### config.mk
export PLATFORM = sky130hd
export DESIGN_NAME = video_sync_h_gen_flat
export DESIGN_NICKNAME = d
export VERILOG_FILES = /design/src/rtl/video_sync_h_gen_pkg.sv /design/src/rtl/video_sync_h_gen_if.sv /design/src/rtl/video_sync_h_gen_hwindow.sv /design/src/rtl/video_sync_h_gen.sv /design/src/flat_wrapper.sv
export SDC_FILE = /design/constraint.sdc
export NUM_CORES = 1
export LEC_CHECK = 0
export CAP_MARGIN = 20
export CORE_MARGIN = 10
export CORE_UTILIZATION = 45
export CTS_BUF_LIST = sky130_fd_sc_hd__clkbuf_16
export CTS_CLUSTER_SIZE = 10
export DETAILED_ROUTE_END_ITERATION = 10
export PLACE_DENSITY = 0.72
export SYNTH_ARGS = -nofsm -noshare
export SYNTH_HDL_FRONTEND = slang
export SYNTH_SLANG_ARGS = --single-unit
### constraint.sdc
create_clock -name clk -period 2.5 [get_ports clk]
set_input_delay 0.625 -clock clk [delete_from_list [all_inputs] [get_ports clk]]
set_output_delay 0.625 -clock clk [all_outputs]
set_load 0.03 [all_outputs]
### src/rtl/video_sync_h_gen_pkg.sv
// Purpose: shared timing constants and display-mode encoding for the horizontal generator.
// Latency: n/a (constants only).
// Backpressure: n/a.
package video_timing_pkg;

    // Default counter / pixel column width
    localparam int DEF_CW         = 9;

    // Line geometry, in cend ticks
    localparam int DEF_HPERIOD    = 448;
    localparam int DEF_HSYNC_BEG  = 10;
    localparam int DEF_HSYNC_END  = 43;
    localparam int DEF_HBLNK_END  = 88;
    localparam int DEF_SCANIN_BEG = 88;
    localparam int DEF_HINT_BEG   = 443;

    // Pixel window per display mode; BEG==END means the window never opens
    localparam int DEF_HPIX_BEG_M0 = 140;
    localparam int DEF_HPIX_END_M0 = 396;
    localparam int DEF_HPIX_BEG_M1 = 108;
    localparam int DEF_HPIX_END_M1 = 428;
    localparam int DEF_HPIX_BEG_M2 = 92;
    localparam int DEF_HPIX_END_M2 = 444;
    localparam int DEF_HPIX_BEG_M3 = 0;
    localparam int DEF_HPIX_END_M3 = 0;

    // Display mode encoding
    localparam logic [1:0] MODE_PENT   = 2'd0;
    localparam logic [1:0] MODE_ATM    = 2'd1;
    localparam logic [1:0] MODE_W352   = 2'd2;
    localparam logic [1:0] MODE_BORDER = 2'd3;

endpackage

### src/rtl/video_sync_h_gen_if.sv
// Purpose: bundle of timing enables, mode request and generated horizontal timing signals.
// Latency: n/a (wires only).
// Backpressure: none; all signals are free-running strobes/levels.
// master = the generator, slave = the enable source / timing consumer.
interface video_sync_h_gen_if #(
    parameter int CW = video_timing_pkg::DEF_CW
);
    logic          cend;
    logic          pre_cend;
    logic          init;
    logic [1:0]    mode;
    logic [1:0]    mode_cur;
    logic          hblank;
    logic          hsync;
    logic          line_start;
    logic          hsync_start;
    logic          scanin_start;
    logic          hint_start;
    logic          hpix;
    logic [CW-1:0] pix_x;
    logic [CW-1:0] hcount;

    modport master (
        input  cend, pre_cend, init, mode,
        output mode_cur, hblank, hsync, line_start, hsync_start,
               scanin_start, hint_start, hpix, pix_x, hcount
    );

    modport slave (
        output cend, pre_cend, init, mode,
        input  mode_cur, hblank, hsync, line_start, hsync_start,
               scanin_start, hint_start, hpix, pix_x, hcount
    );

endinterface

### src/rtl/video_sync_h_gen_hwindow.sv
// Purpose: set/reset window flop; opens when pos==win_beg, closes when pos==win_end.
// Latency: 1 clk from the enabled edge that sees the matching pos.
// Backpressure: none; state only moves when en=1.
// Ports: clk/rst (sync, active high), en (tick enable), clr (forced close with en),
//        pos (current position), win_beg/win_end (window edges), win (window level).
module video_hwindow #(
    parameter int CW = 9
) (
    input  logic          clk,
    input  logic          rst,
    input  logic          en,
    input  logic          clr,
    input  logic [CW-1:0] pos,
    input  logic [CW-1:0] win_beg,
    input  logic [CW-1:0] win_end,
    output logic          win
);

    always_ff @(posedge clk) begin
        if (rst) begin
            win <= 1'b0;
        end else if (en) begin
            if (clr) begin
                win <= 1'b0;
            end else if (pos == win_beg && win_beg != win_end) begin
                // Equal edges describe an empty window, so it must never open
                win <= 1'b1;
            end else if (pos == win_end) begin
                win <= 1'b0;
            end
        end
    end

endmodule

### src/rtl/video_sync_h_gen.sv
// Purpose: horizontal line timer: counter, mode latch, blank/sync/pixel windows and strobes.
// Latency: levels follow the pre-edge hcount by 1 clk; strobes land on the cend after pre_cend.
// Backpressure: none; advances only on cend, holds otherwise.
// Ports: clk, rst (sync, active high); bus (master) carries cend/pre_cend/init/mode in
//        and mode_cur, hblank, hsync, four strobes, hpix, pix_x, hcount out.
module video_sync_h_gen
    import video_timing_pkg::*;
#(
    parameter int CW          = DEF_CW,
    parameter int HPERIOD     = DEF_HPERIOD,
    parameter int HSYNC_BEG   = DEF_HSYNC_BEG,
    parameter int HSYNC_END   = DEF_HSYNC_END,
    parameter int HBLNK_END   = DEF_HBLNK_END,
    parameter int SCANIN_BEG  = DEF_SCANIN_BEG,
    parameter int HINT_BEG    = DEF_HINT_BEG,
    parameter int HPIX_BEG_M0 = DEF_HPIX_BEG_M0,
    parameter int HPIX_END_M0 = DEF_HPIX_END_M0,
    parameter int HPIX_BEG_M1 = DEF_HPIX_BEG_M1,
    parameter int HPIX_END_M1 = DEF_HPIX_END_M1,
    parameter int HPIX_BEG_M2 = DEF_HPIX_BEG_M2,
    parameter int HPIX_END_M2 = DEF_HPIX_END_M2,
    parameter int HPIX_BEG_M3 = DEF_HPIX_BEG_M3,
    parameter int HPIX_END_M3 = DEF_HPIX_END_M3
) (
    input  logic               clk,
    input  logic               rst,
    video_sync_h_gen_if.master bus
);

    localparam logic [CW-1:0] C_LAST       = CW'(HPERIOD - 1);
    localparam logic [CW-1:0] C_ZERO       = '0;
    localparam logic [CW-1:0] C_HSYNC_BEG  = CW'(HSYNC_BEG);
    localparam logic [CW-1:0] C_HSYNC_END  = CW'(HSYNC_END);
    localparam logic [CW-1:0] C_HBLNK_END  = CW'(HBLNK_END);
    localparam logic [CW-1:0] C_SCANIN_BEG = CW'(SCANIN_BEG);
    localparam logic [CW-1:0] C_HINT_BEG   = CW'(HINT_BEG);

    logic [CW-1:0] hcount;
    logic [CW-1:0] pix_x;
    logic [CW-1:0] hpix_beg;
    logic [CW-1:0] hpix_end;
    logic [1:0]    mode_cur;
    logic          hblank;
    logic          hsync;
    logic          hpix;
    logic          line_start;
    logic          hsync_start;
    logic          scanin_start;
    logic          hint_start;
    logic          line_wrap;
    logic          pix_start;

    // Pixel window edges for the mode latched at the start of this line
    always_comb begin
        hpix_beg = CW'(HPIX_BEG_M3);
        hpix_end = CW'(HPIX_END_M3);
        case (mode_cur)
            MODE_PENT: begin
                hpix_beg = CW'(HPIX_BEG_M0);
                hpix_end = CW'(HPIX_END_M0);
            end
            MODE_ATM: begin
                hpix_beg = CW'(HPIX_BEG_M1);
                hpix_end = CW'(HPIX_END_M1);
            end
            MODE_W352: begin
                hpix_beg = CW'(HPIX_BEG_M2);
                hpix_end = CW'(HPIX_END_M2);
            end
            default: begin
                hpix_beg = CW'(HPIX_BEG_M3);
                hpix_end = CW'(HPIX_END_M3);
            end
        endcase
    end

    // init and natural wrap both restart the line and re-latch the mode
    assign line_wrap = bus.init || (hcount == C_LAST);
    assign pix_start = (hcount == hpix_beg) && (hpix_beg != hpix_end);

    always_ff @(posedge clk) begin
        if (rst) begin
            hcount       <= '0;
            mode_cur     <= bus.mode;
            pix_x        <= '0;
            line_start   <= 1'b0;
            hsync_start  <= 1'b0;
            scanin_start <= 1'b0;
            hint_start   <= 1'b0;
        end else begin
            // Strobes are decoded one clk early so they sit on top of the next cend
            line_start   <= bus.pre_cend && (hcount == C_HBLNK_END);
            hsync_start  <= bus.pre_cend && (hcount == C_HSYNC_BEG);
            scanin_start <= bus.pre_cend && (hcount == C_SCANIN_BEG);
            hint_start   <= bus.pre_cend && (hcount == C_HINT_BEG);
            if (bus.cend) begin
                if (line_wrap) begin
                    hcount   <= '0;
                    mode_cur <= bus.mode;
                end else begin
                    hcount <= hcount + CW'(1);
                end
                // Closing edge does not count, so pix_x stops at END-BEG-1
                if (bus.init && hpix) begin
                    pix_x <= '0;
                end else if (pix_start) begin
                    pix_x <= '0;
                end else if (hpix && hcount != hpix_end) begin
                    pix_x <= pix_x + CW'(1);
                end
            end
        end
    end

    video_hwindow #(.CW(CW)) u_hblank (
        .clk     (clk),
        .rst     (rst),
        .en      (bus.cend),
        .clr     (1'b0),
        .pos     (hcount),
        .win_beg (C_ZERO),
        .win_end (C_HBLNK_END),
        .win     (hblank)
    );

    video_hwindow #(.CW(CW)) u_hsync (
        .clk     (clk),
        .rst     (rst),
        .en      (bus.cend),
        .clr     (1'b0),
        .pos     (hcount),
        .win_beg (C_HSYNC_BEG),
        .win_end (C_HSYNC_END),
        .win     (hsync)
    );

    // A phase restart drops any open pixel window instead of carrying it over
    video_hwindow #(.CW(CW)) u_hpix (
        .clk     (clk),
        .rst     (rst),
        .en      (bus.cend),
        .clr     (bus.init),
        .pos     (hcount),
        .win_beg (hpix_beg),
        .win_end (hpix_end),
        .win     (hpix)
    );

    assign bus.hcount       = hcount;
    assign bus.mode_cur     = mode_cur;
    assign bus.pix_x        = pix_x;
    assign bus.hblank       = hblank;
    assign bus.hsync        = hsync;
    assign bus.hpix         = hpix;
    assign bus.line_start   = line_start;
    assign bus.hsync_start  = hsync_start;
    assign bus.scanin_start = scanin_start;
    assign bus.hint_start   = hint_start;

endmodule

### src/flat_wrapper.sv
// flat-port wrapper written by rule: the top's interface ports become plain ports
module video_sync_h_gen_flat import video_timing_pkg::*;
#(
    parameter int CW          = DEF_CW,
    parameter int HPERIOD     = DEF_HPERIOD,
    parameter int HSYNC_BEG   = DEF_HSYNC_BEG,
    parameter int HSYNC_END   = DEF_HSYNC_END,
    parameter int HBLNK_END   = DEF_HBLNK_END,
    parameter int SCANIN_BEG  = DEF_SCANIN_BEG,
    parameter int HINT_BEG    = DEF_HINT_BEG,
    parameter int HPIX_BEG_M0 = DEF_HPIX_BEG_M0,
    parameter int HPIX_END_M0 = DEF_HPIX_END_M0,
    parameter int HPIX_BEG_M1 = DEF_HPIX_BEG_M1,
    parameter int HPIX_END_M1 = DEF_HPIX_END_M1,
    parameter int HPIX_BEG_M2 = DEF_HPIX_BEG_M2,
    parameter int HPIX_END_M2 = DEF_HPIX_END_M2,
    parameter int HPIX_BEG_M3 = DEF_HPIX_BEG_M3,
    parameter int HPIX_END_M3 = DEF_HPIX_END_M3
)
  (clk, rst, bus_cend, bus_pre_cend, bus_init, bus_mode, bus_mode_cur, bus_hblank, bus_hsync, bus_line_start, bus_hsync_start, bus_scanin_start, bus_hint_start, bus_hpix, bus_pix_x, bus_hcount);
  video_sync_h_gen_if #(.CW(CW)) bus_i ();
  input  logic clk;
  input  logic rst;
  input wire logic [$bits(bus_i.cend)-1:0] bus_cend;
  input wire logic [$bits(bus_i.pre_cend)-1:0] bus_pre_cend;
  input wire logic [$bits(bus_i.init)-1:0] bus_init;
  input wire logic [$bits(bus_i.mode)-1:0] bus_mode;
  output wire logic [$bits(bus_i.mode_cur)-1:0] bus_mode_cur;
  output wire logic [$bits(bus_i.hblank)-1:0] bus_hblank;
  output wire logic [$bits(bus_i.hsync)-1:0] bus_hsync;
  output wire logic [$bits(bus_i.line_start)-1:0] bus_line_start;
  output wire logic [$bits(bus_i.hsync_start)-1:0] bus_hsync_start;
  output wire logic [$bits(bus_i.scanin_start)-1:0] bus_scanin_start;
  output wire logic [$bits(bus_i.hint_start)-1:0] bus_hint_start;
  output wire logic [$bits(bus_i.hpix)-1:0] bus_hpix;
  output wire logic [$bits(bus_i.pix_x)-1:0] bus_pix_x;
  output wire logic [$bits(bus_i.hcount)-1:0] bus_hcount;
  assign bus_i.cend = bus_cend;
  assign bus_i.pre_cend = bus_pre_cend;
  assign bus_i.init = bus_init;
  assign bus_i.mode = bus_mode;
  assign bus_mode_cur = bus_i.mode_cur;
  assign bus_hblank = bus_i.hblank;
  assign bus_hsync = bus_i.hsync;
  assign bus_line_start = bus_i.line_start;
  assign bus_hsync_start = bus_i.hsync_start;
  assign bus_scanin_start = bus_i.scanin_start;
  assign bus_hint_start = bus_i.hint_start;
  assign bus_hpix = bus_i.hpix;
  assign bus_pix_x = bus_i.pix_x;
  assign bus_hcount = bus_i.hcount;
  video_sync_h_gen #(.CW(CW), .HPERIOD(HPERIOD), .HSYNC_BEG(HSYNC_BEG), .HSYNC_END(HSYNC_END), .HBLNK_END(HBLNK_END), .SCANIN_BEG(SCANIN_BEG), .HINT_BEG(HINT_BEG), .HPIX_BEG_M0(HPIX_BEG_M0), .HPIX_END_M0(HPIX_END_M0), .HPIX_BEG_M1(HPIX_BEG_M1), .HPIX_END_M1(HPIX_END_M1), .HPIX_BEG_M2(HPIX_BEG_M2), .HPIX_END_M2(HPIX_END_M2), .HPIX_BEG_M3(HPIX_BEG_M3), .HPIX_END_M3(HPIX_END_M3)) u_core (.clk(clk), .rst(rst), .bus(bus_i));
endmodule
## After elaboration in Yosys (flattened, before gate mapping)

Cells that the tools add are included.

- Output and inout bits: 27
- Input bits: 7
- Bits in registers: 26

- Add/subtract/negate cells: 2
- Reduce and logical (&&, ||, !) cells: 20
- Multiplexer cells: 16
- Eq/ne operators: 11

Operators with widths:

| kind | count |
|---|---|
| $mux 9 | 4 |
| $pmux 9 s3 | 1 |
| $pmux 8 s3 | 1 |
| $add 9x1->9 const B | 2 |
| $eq 9x9->1 const B | 2 |
| $reduce_and 2->1 | 5 |
| $eq 9x4->1 const B | 1 |
| $eq 9x6->1 const B | 1 |
| $eq 9x7->1 const B | 1 |
| $eq 9x8->1 | 1 |
| $eq 9x9->1 | 1 |
| $logic_not 9->1 | 1 |
| $ne 8x9->1 | 1 |
| $ne 9x9->1 | 1 |
| $reduce_bool 2->1 | 4 |
| $mux 1 | 7 |
| $logic_and 1x1->1 | 6 |
| $mux 2 | 3 |
| $reduce_bool 3->1 | 2 |
| $eq 2x1->1 const B | 1 |
| $eq 2x2->1 const B | 1 |
| $logic_not 2->1 | 1 |
| $logic_or 1x1->1 | 1 |

## Logic depth before layout (Yosys ltp)

Gate-level depths: netlist (run 1).

- Depth after elaboration: 7
- Depth in mapped cells: 7
- Depth with buffers taken out: 7

## Modules after synthesis

Synthesis (run 1) repeated with hierarchy kept, for this count alone.

- Cell total of the unflattened synthesis: 294
- Area, all modules: 2512.4 um^2

Modules (own cells, without submodules):

| module | cells each | instances | area an instance (um^2) |
|---|---|---|---|
| video_sync_h_gen | 168 | 1 | 1435.1 |
| video_hwindow | 42 | 3 | 359.1 |

## Worst setup path before layout (run 1)

OpenSTA, ideal clock, no wires.

- Path kind: register -> register
- From: reg u_core.mode_cur[0] (netlist: u_core.bus.mode_cur[0])
- To: reg u_core.pix_x[5] (netlist: u_core.bus.pix_x[5])
- Data arrival time: 2.114 ns
- Data required time: 2.426 ns
- Period minus slack after synthesis: 2.188 ns
- Stages on the path, launching flop included: 8
- Slack: 0.312 ns
- Cell sequence: edfxtp_1 inv_1 ha_1 xnor2_1 and4_1 a21oi_4 or4b_1 a31oi_1

- Cells in the longest elaborated chain, start to end: 6
- Elaborated cells on any way between the ends: 14
- Those cells by class: eq/ne: 5; mux: 4; reduce/logical: 5

RTL lines:

| what | RTL line | text |
|---|---|---|
| from (decl) | video_sync_h_gen.sv:42 | `logic [1:0] mode_cur;` |
| from (signal assigned) | video_sync_h_gen.sv:84 | `mode_cur <= bus.mode;` |
| from (signal assigned) | video_sync_h_gen.sv:99 | `mode_cur <= bus.mode;` |
| $eq 2x2->1, or another cell as far along | video_sync_h_gen.sv:57 | `case (mode_cur)` |
| $pmux 9 s3 / $pmux 8 s3 (equally long branches) | video_sync_h_gen.sv:57 |  |
| $ne 9x9->1, or another cell as far along | video_sync_h_gen.sv:108 | `end else if (hpix && hcount != hpix_end) begin` |
| $logic_and 1x1->1, on equally long branches | video_sync_h_gen.sv:108, video_sync_h_gen.sv:79 |  |
| $reduce_bool 3->1 (no source line) / $mux 9 (equally long branches) | n/a |  |
| $reduce_and 2->1 (no source line) / $mux 9 (equally long branches) | n/a |  |
| to (signal assigned) | video_sync_h_gen.sv:109 | `pix_x <= pix_x + CW'(1);` |
| to (decl) | video_sync_h_gen.sv:39 | `logic [CW-1:0] pix_x;` |

Several ways; a longest one is shown, not always the timed one.
A chain may end at the register's enable or synchronous reset.

## Worst setup path after layout (run 1)

- From: reg u_core.hcount[2] (netlist: u_core.bus.hcount[2])
- To: out bus_hcount[2]

RTL lines:

| what | RTL line | text |
|---|---|---|
| from (decl) | video_sync_h_gen.sv:38 | `logic [CW-1:0] hcount;` |
| from (signal assigned) | video_sync_h_gen.sv:101 | `hcount <= hcount + CW'(1);` |
| to (decl) | flat_wrapper.sv:37 | `output wire logic [$bits(bus_i.hcount)-1:0] bus_hcount;` |

No word-level cell between the ends.

==> metrics.txt, run 1 <==
RSZ-0062 raised after global routing false; Total Wirelength 3793 µm; fin area 2007 µm²; area share of the largest cell type after synthesis 30.55%; CTS H-tree depth 1; total CTS buffers 3; setup TNS 0 ps; area of the multi-input gates 928.4 µm²; final period utilization 86.99%; crit path kind reg -> out; IO Count 34; Root Driver clkbuf_16; first-pass GRT wire length 6513 µm; Compound-Gate Fraction of Synth Area 16.07%; Filler cells 312; Initial DRC Count 93; nets 226; dpl cell area 1928 µm²; vias in the first global route 1,446; Routed Antenna Nets 0; syn_nets 195; CTS tree built; Core Box Area 3363 µm²; Hold Path Origin u_core.u_hsync.win; Vias/cell 5.480; post-synthesis adder-cell area fraction 6.364%; Final Hold Vio Count 0; Die H 79.12 µm; Max FO, Critical Path 10; die area 6260 µm²; CP Launch Point u_core.bus.hcount[2]; Max-Cap Viols 0; top-count cell post-synth dfxtp_1; worst-path cell chain clkdlybuf4s50_1; fin util 59.67%; Post-Route Skew 1.601 ps; largest family of logic cells by synthesized area simple AND/OR/NAND/NOR gates; library cells used by synthesis 45; Slew Limit Fails 0; crit start category register; Seq/Total Area, Yosys 34.37%; Ys Warns 0; final setup vio count 0; FF-to-FF Start u_core.bus.mode_cur[0]; Post-CTS Setup Inserts 0; Detailed Place HPWL 2898 µm; Initial Util 46.76%; Overflow after GRT 0; slowest CP cell clkdlybuf4s50_1; Hold Slack 482.5 ps; Buf/Inv on CP 1; antenna cells 0; cts hold-fix bufs 0; synth cell count leaders 24 x dfxtp_1, 18 x nor2_1, 13 x nand2b_1, 11 x nand3_1; Top delay family on crit path buffers and inverters; DRC 0; area grow syn2layout 27.61%; PwrDens 447.7 nW/µm²; Syn Inst Count 180; Avg Inst Size Synth 8.738 µm²; reg2reg path depth 7; post-synthesis mux area share 0.6364%; number of synthesized flops with an enable pin 2; Crit path largest cell delay 750 ps; worst vdd ir 0.0003031 V; Clock Path Buffers 2; reg2reg setup slack 420 ps; Rel. slew slack 71.01%; Vias 1,403; Worst Hold Depth 2; status completed; RePlAce Congestion 0.8193; post-synthesis simple-gate area fraction 28.72%; Worst EP arrival 1550 ps; synth top area cells dfxtp_1 31%, ha_1 6.4%, nand2b_1 5.2%, xnor2_1 4.5%, nor2_1 4.3%; Leak 0.7083 nW; Worst path depth 1; Site Rows 21; post-CTS sizing 0; cell accounting for the most synthesized area dfxtp_1; Synth Area in XOR/XNOR 7.239%; worst-margin pin slew 433.9 ps; async set or reset register ratio after synthesis 0%; Hold Path Class reg -> reg; PortBufs 33; Achievable Freq 459.8 MHz; WP data required 1880 ps; worst skew pair latency 260 ps; Synth Register Bits 26; Power Total 898.5 µW; mapped cell area 1573 µm²; Crit. End Element output port; Final min period 2175 ps; Most used DFF post-synth dfxtp_1; CTS clk-pin slew, worst paths 60 ps; register area 540.5 µm²; antenna violations before repair 0; Pre-antenna DRT Iters 4; share of post-route cells with drive strength above 1 6.667%; Worst Hold Path EP u_core.u_hsync.win; reg2reg end u_core.bus.pix_x[5]; Clock Sinks 26; Die W 79.12 µm; GRT Util Overall 12.64%; DR WL/cell 14.82 µm; largest net degree at the start of global routing 20
-- worst min-delay path: cells and delay by family, from the launching register on --
family | cells | cell delay [ps]
AO/OA/AOI/OAI | 2 | 120
flip-flops | 1 | 320
-- worst max-delay path by stage --
stage	to	slack [ps]
after CTS	bus_hcount[5]	320
after detailed placement	u_core.bus.hcount[8]	370
after global placement	u_core.bus.pix_x[5]	420
after floorplan	u_core.bus.pix_x[5]	310
final	bus_hcount[2]	330
after global routing	bus_hcount[5]	260
-- cells by family (layout without fill, tap and decap cells) --
logic type      count (synthesis)  count (layout)
xor+xnor                       13              13
flops                          26              26
simple gates                   79              79
fa+ha+maj                       8               8
buf+inv                        21              51
compound gates                 32              32
mux                             1               1
-- registers in the layout (all words and copies together) (netlist names) --
register	count
u_core.bus.hint_start	1
u_core.bus.line_start	1
u_core.u_hblank.win	1
u_core.u_hsync.win	1
u_core.bus.pix_x	9
u_core.u_hpix.win	1
u_core.bus.mode_cur	2
u_core.bus.hsync_start	1
u_core.bus.hcount	9
-- layer usage --
layer  wire [µm]  global-route usage, %  vias up  share of wire (%)
li1            -                      -      698                  -
met1        1435                  12.37      664                 38
met2        2052                  23.82       36                 54
met3         259                  4.617        5                6.8
met4          46                  4.301        0                1.2
met5           0                      0        -                  0
-- area by class of cell --
type	count	share of cell area (%)
Tap cell	46	2.868
Clock buffer	3	3.741
Clock inverter	1	0.1870
Timing Repair Buffer	38	18.33
Sequential cell	26	26.93
Multi-Input combinational cell	133	46.26
Inverter	9	1.683
-- per-stage QoR --
stage,worst slack (ps),instances
after floorplan,312.0,180
after global placement,421.2,252
after detailed placement,369.2,252
after CTS,317.2,256
after global routing,262.2,256
final,325.2,256
-- power by group --
part | switching (mW) | leakage [nW] | internal, mW
Combinational | 0.0631 | 0.456 | 0.0520
Sequential | 0.00708 | 0.214 | 0.426
Clock | 0.136 | 0.0385 | 0.214
-- placed cells by master (no fill, tap or decap), drive strengths merged, types with 3 or more instances in the layout --
cell type | synthesis | routed
nand2 | 9 | 9
nand4b | 5 | 5
dfxtp | 24 | 24
nor2 | 18 | 18
a21oi | 4 | 4
inv | 9 | 9
nand2b | 13 | 13
a31oi | 6 | 6
xor2 | 5 | 5
xnor2 | 8 | 8
clkdlybuf4s50 | 0 | 33
buf | 7 | 5
nand3 | 11 | 11
clkbuf | 5 | 3
nand4 | 5 | 5
ha | 8 | 8
o21ai | 6 | 6
o211ai | 7 | 7
and3 | 5 | 5
(Power assumes the default switching activity.)
==> inputs of run 2 (changes only) <==
--- a/config.mk
+++ b/config.mk
@@ -11,6 +11,8 @@
 export CTS_BUF_LIST = sky130_fd_sc_hd__clkbuf_16
 export CTS_CLUSTER_SIZE = 10
 export DETAILED_ROUTE_END_ITERATION = 10
+export GPL_ROUTABILITY_DRIVEN = 0
+export GPL_TIMING_DRIVEN = 0
 export PLACE_DENSITY = 0.72
 export SYNTH_ARGS = -nofsm -noshare
 export SYNTH_HDL_FRONTEND = slang
==> run 2 against run 1 <==
  * Via count increased by 3.8%
  * Highest routed layer unchanged
  * Cell count increased by 2.3%
  * Sequential power about the same
  * Power rose by 8.2%
==> metrics.txt, run 2 (synthesis gave the netlist of run 1 again) <==
Leak 0.7369 nW (+4.0%); vias in the first global route 1,498 (+3.6%); commonest non-fill, non-tap cell in the layout clkdlybuf4s50_1; Worst EP arrival 2400 ps (+850 ps); PwrDens 474.0 nW/µm² (+5.9%); Post-Route Skew 2.210 ps (+0.6087 ps); die area 6260 µm² (unchanged); DR WL/cell 15.10 µm (+1.9%); Clock Sinks 26 (unchanged); Die W 79.12 µm (unchanged); first-pass GRT wire length 6941 µm (+6.6%); Post-CTS Setup Inserts 0 (unchanged); Final min period 2211 ps (+35.86 ps); Detailed Place HPWL 3047 µm (+5.1%); worst-path cell chain inv_1 > ha_1 > xnor2_1 > and4_1 > a21boi_1 > o211ai_1 > a31oi_1; antenna violations before repair 0 (unchanged); Root Driver clkbuf_16; WP data required 2690 ps (+810 ps); register area 540.5 µm² (unchanged); reg2reg path depth 7 (unchanged); worst-margin pin slew 618.2 ps (+184.3 ps); final setup vio count 0 (unchanged); Crit. End Element register; Achievable Freq 452.3 MHz (-1.6%); fin cells 262 (+2.3%); Initial DRC Count 83 (-11%); top flop regs u_core.bus.hcount x9, u_core.bus.pix_x x9, u_core.bus.mode_cur x2; Vias 1,456 (+3.8%); Final Hold Vio Count 0 (unchanged); nets 232 (+2.7%); crit start category register; DRC 0 (unchanged); crit path kind reg -> reg; Max FO, Critical Path 8 (-2); worst skew pair latency 260 ps (about the same); total CTS buffers 3 (unchanged); share of post-route cells with drive strength above 1 7.870% (+1.2 points); Slew Limit Fails 0 (unchanged); GRT Util Overall 13.27% (+0.63 points); area grow syn2layout 30.39%; RSZ-0062 raised after global routing false; Routed Antenna Nets 0 (unchanged); post-route setup slack 289.3 ps (-35.86 ps); Overflow after GRT 0 (unchanged); placed cell count 258 (+2.4%); dpl cell area 1951 µm² (+1.2%); setup TNS 0 ps (unchanged); Filler cells 328 (+5.1%); Hold Path Class reg -> reg; Total Wirelength 3957 µm (+4.3%); Max-Cap Viols 0 (unchanged); antenna cells 0 (unchanged); Clock Path Buffers 2 (unchanged); IO Count 34 (unchanged); Rel. slew slack 58.70% (-12 points); CTS tree built; post-CTS sizing 0 (unchanged); slowest CP cell a21boi_1; CTS H-tree depth 1 (unchanged); Worst Hold Depth 2 (unchanged); Site Rows 21 (unchanged); PortBufs 32 (-3.0%); Core Box Area 3363 µm² (unchanged); Vias/cell 5.557 (+1.4%); status completed; area of the multi-input gates 928.4 µm² (unchanged); largest net degree at the start of global routing 16 (-20%); cts hold-fix bufs 0 (unchanged); Pre-antenna DRT Iters 4 (unchanged); CTS clk-pin slew, worst paths 70 ps (about the same); Die H 79.12 µm (unchanged); commonest cells after routing, fill and taps aside 32 x clkdlybuf4s50_1, 24 x dfxtp_1, 18 x nor2_1; Buf/Inv on CP 1 (unchanged); Initial Util 46.76% (unchanged); worst vdd ir 0.0002264 V (-25%); fin area 2051 µm² (+2.2%); pre-CTS setup slack 6.684 ps (-362.5 ps); Worst path depth 7 (+6); final period utilization 88.43% (+1.4 points); Top delay family on crit path compound AO/OA/AOI/OAI gates; Crit path largest cell delay 530 ps (-220 ps)
[run 2: power breakdown]
group | internal (mW) | total [mW] | switching, mW
sequential | 0.426 | 0.433 | 0.00703
combinational | 0.0472 | 0.111 | 0.0637
clock | 0.278 | 0.428 | 0.150
[run 2: worst reg2reg max path, stage by stage (launching register included)]
cell,delay [ps]
edfxtp_1,400
inv_1,80
ha_1,340
xnor2_1,140
and4_1,250
a21boi_1,530
o211ai_1,200
a31oi_1,200
[run 2: path summary, 6_finish.rpt]
| path | startpoint | to | slack [ps] |
|---|---|---|---|
| max | u_core.bus.mode_cur[0] | u_core.bus.pix_x[8] | 290 |
| min | u_core.u_hblank.win | u_core.u_hblank.win | 490 |
| max reg2reg | u_core.bus.mode_cur[0] | u_core.bus.pix_x[8] | 290 |
| min reg2reg | u_core.u_hblank.win | u_core.u_hblank.win | 490 |
[run 2: layer usage]
layer	GRT usage [%]	share of wire, %	vias to the layer above
met5	0	0	-
met3	4.617	8.2	5
met2	24.55	54	41
met1	13.94	37	698
met4	3.226	0.91	0
li1	-	-	712
[run 2: area by class of cell]
cell class | count | share of cell area (%)
Sequential cell | 26 | 26.36
Inverter | 9 | 1.647
Timing Repair Buffer | 32 | 15.62
Buffer | 12 | 3.417
Multi-Input combinational cell | 133 | 45.27
Clock buffer | 4 | 4.881
Tap cell | 46 | 2.807
[run 2: metrics by stage]
step / utilization (%) / hold WS, ps / total power [mW]
final: 60.97 / 492.5 / 0.9721
after global routing: 60.97 / 541.8 / 1.005
after CTS: 60.97 / 497.6 / 0.9769
after detailed placement: 58.00 / 488.4 / 0.5536
after global placement: 58.00 / 464.9 / 0.5495
after floorplan: - / 589.4 / 0.5161
